--- config.mk ---
export PLATFORM = sky130hd
export DESIGN_NAME = filt_multi
export DESIGN_NICKNAME = d
export VERILOG_FILES = /design/src/rtl/filt_multi.sv
export SDC_FILE = /design/constraint.sdc
export NUM_CORES = 1
export LEC_CHECK = 0
export ABC_CLOCK_PERIOD_IN_PS = 3500
export CAP_MARGIN = 0
export CELL_PAD_IN_SITES_DETAIL_PLACEMENT = 1
export CELL_PAD_IN_SITES_GLOBAL_PLACEMENT = 1
export CORE_MARGIN = 1
export CORE_UTILIZATION = 40
export DETAILED_ROUTE_END_ITERATION = 8
export GPL_TIMING_DRIVEN = 0
export PLACE_DENSITY_LB_ADDON = 0.15
export SKIP_CTS_REPAIR_TIMING = 1
export SYNTH_ARGS = -nofsm -noshare
export SYNTH_HDL_FRONTEND = slang
export SYNTH_SLANG_ARGS = --single-unit
--- constraint.sdc ---
create_clock -name clk -period 3.5 [get_ports clk]
set_input_delay 0.7 -clock clk [delete_from_list [all_inputs] [get_ports clk]]
set_output_delay 0.7 -clock clk [all_outputs]
set_load 0.02 [all_outputs]
--- src/rtl/filt_multi.sv ---
// N-channel glitch filter / debouncer: optional per-channel synchronizer feeding an
// independent 4-state qualification FSM with separate rise and fall counts.
module filt_multi #(
    parameter int N           = 4,
    parameter int SYNC_STAGES = 2,
    parameter int RISE_CYC    = 10,
    parameter int FALL_CYC    = 10,
    parameter int CNT_W       = 4
) (
    input  logic         clk,
    input  logic         rst_n,
    input  logic         en,
    input  logic [N-1:0] i,
    output logic [N-1:0] y,
    output logic [N-1:0] rise_pls,
    output logic [N-1:0] fall_pls,
    output logic [N-1:0] glitch_pls
);

    localparam int MAX_CYC = (RISE_CYC > FALL_CYC) ? RISE_CYC : FALL_CYC;
    localparam logic [CNT_W-1:0] RISE_LAST = CNT_W'(RISE_CYC - 1);
    localparam logic [CNT_W-1:0] FALL_LAST = CNT_W'(FALL_CYC - 1);

    typedef enum logic [1:0] {
        ST_LO      = 2'd0,
        ST_PEND_HI = 2'd1,
        ST_HI      = 2'd2,
        ST_PEND_LO = 2'd3
    } state_t;

    generate
        if ((2 ** CNT_W) <= MAX_CYC || N < 1 || SYNC_STAGES < 0 || SYNC_STAGES > 3 ||
            RISE_CYC < 2 || FALL_CYC < 2) begin : g_bad_params
            $error("filt_multi: illegal parameter combination");
        end
    endgenerate

    logic [N-1:0] s;

    // Synchronizer keeps running while en=0 so the FSMs resume on fresh samples.
    generate
        if (SYNC_STAGES == 0) begin : g_nosync
            assign s = i;
        end else begin : g_sync
            logic [N-1:0] sync_q [SYNC_STAGES];
            always_ff @(posedge clk or negedge rst_n) begin
                if (!rst_n) begin
                    for (int k = 0; k < SYNC_STAGES; k++) sync_q[k] <= '0;
                end else begin
                    sync_q[0] <= i;
                    for (int k = 1; k < SYNC_STAGES; k++) sync_q[k] <= sync_q[k-1];
                end
            end
            assign s = sync_q[SYNC_STAGES-1];
        end
    endgenerate

    generate
        for (genvar k = 0; k < N; k++) begin : g_ch
            state_t           state_q, state_d;
            logic [CNT_W-1:0] cnt_q, cnt_d;
            logic             y_q, y_d;
            logic             rise_q, rise_d;
            logic             fall_q, fall_d;
            logic             glitch_q, glitch_d;

            always_ff @(posedge clk or negedge rst_n) begin
                if (!rst_n) begin
                    state_q  <= ST_LO;
                    cnt_q    <= '0;
                    y_q      <= 1'b0;
                    rise_q   <= 1'b0;
                    fall_q   <= 1'b0;
                    glitch_q <= 1'b0;
                end else begin
                    state_q  <= state_d;
                    cnt_q    <= cnt_d;
                    y_q      <= y_d;
                    rise_q   <= rise_d;
                    fall_q   <= fall_d;
                    glitch_q <= glitch_d;
                end
            end

            // Abort has priority over commit, so glitch never coincides with rise/fall.
            always_comb begin
                state_d  = state_q;
                cnt_d    = cnt_q;
                y_d      = y_q;
                rise_d   = 1'b0;
                fall_d   = 1'b0;
                glitch_d = 1'b0;
                if (en) begin
                    case (state_q)
                        ST_LO: begin
                            if (s[k]) begin
                                state_d = ST_PEND_HI;
                                cnt_d   = CNT_W'(1);
                            end else begin
                                cnt_d = '0;
                            end
                        end
                        ST_PEND_HI: begin
                            if (!s[k]) begin
                                state_d  = ST_LO;
                                cnt_d    = '0;
                                glitch_d = 1'b1;
                            end else if (cnt_q == RISE_LAST) begin
                                state_d = ST_HI;
                                cnt_d   = '0;
                                y_d     = 1'b1;
                                rise_d  = 1'b1;
                            end else begin
                                cnt_d = cnt_q + CNT_W'(1);
                            end
                        end
                        ST_HI: begin
                            if (!s[k]) begin
                                state_d = ST_PEND_LO;
                                cnt_d   = CNT_W'(1);
                            end else begin
                                cnt_d = '0;
                            end
                        end
                        ST_PEND_LO: begin
                            if (s[k]) begin
                                state_d  = ST_HI;
                                cnt_d    = '0;
                                glitch_d = 1'b1;
                            end else if (cnt_q == FALL_LAST) begin
                                state_d = ST_LO;
                                cnt_d   = '0;
                                y_d     = 1'b0;
                                fall_d  = 1'b1;
                            end else begin
                                cnt_d = cnt_q + CNT_W'(1);
                            end
                        end
                        default: begin
                            state_d = ST_LO;
                            cnt_d   = '0;
                        end
                    endcase
                end
            end

            assign y[k]          = y_q;
            assign rise_pls[k]   = rise_q;
            assign fall_pls[k]   = fall_q;
            assign glitch_pls[k] = glitch_q;
        end
    endgenerate

endmodule

==> out/metrics.yaml <==
period_share_pct: 59.34
cts_sinks: 48
critPathArrivalTime_ns: 1.38
drv_cap: 0
grt_overflow_total: 0
drc: 0
skew_ns: 0.005435
cp-end-kind: "primary output"
hold_path.class: "in2async"
ios: 23
synthArstFlopShare_pct: 100.0
dieArea_um2: 6089
h-tree-depth: 2
tns_ns: 0
synth_top_family_by_area: "simple AND/OR/NAND/NOR gates"
yosysUniqueCellTypes: 49
antenna_left: 0
wire_per_inst_um: 13.98
crit_family: "buffers and inverters"
cts_buffers: 5
die_w_um: 78.03
report.final.slew_viol_count: 0
cts_buffer_depth: 2
max-vdd-ir-drop_uv: 178.4
run_status: "complete, no violations"
place_hpwl_mm: 3.175
port_buffers: 22
cts_tree: "done"
netlist_instances: 213
synth_area_um2: 2312
cts-root-buf: "clkbuf_8"
vias: 1645
ys_seq_area_share_pct: 51.95
synth_edf_count: 0
ff2ff_setup_slack_ns: 2.07
fillers: 626
clk_pin_slew_ns: 0.08
routed_wl_mm: 4.404
worst-path-max-fanout: 3
rsz0062_at_grt: "false"
yosys_warnings: 0
synth_fa_ha_area_share_pct: 3.247
fin_nets: 256
antenna_found_initial: 0
reg2regPathDepth: 5
syn_avg_cell_area_um2: 10.86
start_util_pct: 41.73
clock_latency_ns: 0.29
synth_compound_area_share_pct: 14.66
crit_chain: "buf_4 -> clkdlybuf4s50_1"
row_count: 27
critical_path_class: "reg2out"
place_congestion: 0.7569
track_usage_pct: 16.41
ys.flop_type: "dfrtp_1"
n_antenna_cell: 0
relSlewSlack_pct: 66.86
post-route-min-period_ns: 2.077
tightestPinTransition_ns: 0.4971
drt_first_pass_iters: 4
r2r-start: "g_ch[3].cnt_q[1]$_DFFE_PN0P_"
grt_pass1_wl_mm: 7.948
grt_max_degree: 32
synth_seq_cells: 48
p_leak_nw: 1.232
setup_viol: 0
powerDensity_nw_per_um2: 379.3
drt_iter0_drc: 48
syn_to_final_growth_pct: 17.42
coreArea_um2: 5540
synthSimpleGateAreaFrac_pct: 16.72
crit_path_start_kind: "flip-flop"
drive_above_1_share_pct: 15.64
finalHoldViolCount: 0
cpPeakStageDelay_ns: 0.60
crit_buf_inv: 2
synthMuxAreaShare_pct: 1.407
critical-path-slowest-cell: "clkdlybuf4s50_1"
crit_required_ns: 2.80
synthXorXnorAreaFrac_pct: 2.868
whs_ns: 0.3293
syn-num-nets: 226
die_y_um: 78.03
routed_via_density: 5.222
grt_pass1_vias: 1738
clock.fmax_ghz: 0.4815
metal layers:
layer	vias up	global-route usage (%)	routed length (um)
met5	-	0	0
met4	0	3.889	40
met3	4	3.256	109
met2	19	28.41	2148
met1	820	21.16	2106
li1	802	-	-
synth_stat cells (3+ instances only):
cell	n	area (um^2)
dfrtp_1	48	1201
inv_1	17	63.81
buf_4	16	120.1
o21ai_0	11	55.05
nand2_1	10	37.54
nor2_1	8	30.03
nand3_1	7	35.03
ha_1	6	75.07
nand2b_1	6	37.54
nor2b_1	6	37.54
o22ai_1	5	31.28
buf_2	4	20.02
nand3b_1	4	30.03
nand4_1	4	25.02
nor3_1	4	20.02
o31ai_1	4	30.03
a22o_1	3	26.28
a32oi_1	3	26.28
and2_1	3	18.77
and3b_1	3	26.28
xor2_2	3	48.80
stage by stage:
stage	instance area [um^2]	util (%)	setup WS, ns	std cells	power [mW]
6_report	2715	49.01	1.423	315	1.030
3_5_place_dp	2638	47.61	1.204	308	0.7380
4_1_cts	2715	49.01	1.408	315	1.049
2_1_floorplan	2312	-	2.088	213	0.6852
3_3_place_gp	2623	47.34	0.3217	307	0.7328
5_1_grt	2715	49.01	1.377	315	1.085
power by group:
part	leakage (nW)	internal [mW]	switching (mW)
Combinational	0.567	0.0497	0.0676
Sequential	0.624	0.579	0.0290
Clock	0.0410	0.136	0.169
Total	1.23	0.764	0.266
layout make-up:
type	count	area, um^2	area share (%)
clock inverters	1	5.005	0.1843
repair buffers	23	235.2	8.664
plain buffers	22	147.6	5.438
multi-input cells	126	899.6	33.13
clock buffers	6	72.57	2.673
well taps	72	90.09	3.318
inverters	17	63.81	2.350
flip-flops and latches	48	1201	44.24
cell usage in the layout, fill, tap and decap left out, drive strengths merged, types with 3 or more instances in the layout:
cell type      instances
dfrtp                 48
xor2                   4
nor3                   4
nand3                  8
o31ai                  4
buf                   22
and3b                  3
inv                   17
and2                   4
clkdlybuf4s50         21
a32oi                  3
o21ai                 11
a22o                   3
nand4                  4
nand2b                 6
o22ai                  5
nor2                   8
clkbuf                 8
ha                     6
nand3b                 4
nor2b                  6
nand2                 11
cells by family (layout without fill, tap and decap cells):
| family | count (synthesis) | in the layout |
|---|---|---|
| AOI/OAI and AO/OA | 46 | 46 |
| xor gates and xnor gates | 5 | 5 |
| adders and majority gates | 6 | 6 |
| buffers and inverters | 39 | 69 |
| DFF | 48 | 48 |
| muxes | 3 | 3 |
| and+or+nand+nor | 66 | 66 |
state kept, by name (all words and copies together), names as in the netlist, named ones only:
name / cells
g_ch.rise_q: 4
s: 4
g_ch.cnt_q: 16
g_ch.glitch_q: 4
g_sync.sync_q: 4
g_ch.y_q: 4
g_ch.state_q: 4
g_ch.fall_q: 4
worst max path at each step:
| stage | start | to | cells past startpoint |
|---|---|---|---|
| 2_1_floorplan | en | g_ch[3].y_q$_DFFE_PN0P_ | 4 |
| 3_3_place_gp | rst_n | g_ch[0].cnt_q[2]$_DFFE_PN0P_ | 1 |
| 3_5_place_dp | en | g_ch[1].y_q$_DFFE_PN0P_ | 5 |
| 4_1_cts | g_ch[2].y_q$_DFFE_PN0P_ | y[2] | 2 |
| 5_1_grt | g_ch[2].y_q$_DFFE_PN0P_ | y[2] | 2 |
| 6_report | g_ch[2].y_q$_DFFE_PN0P_ | y[2] | 2 |
(Power assumes the default switching activity.)
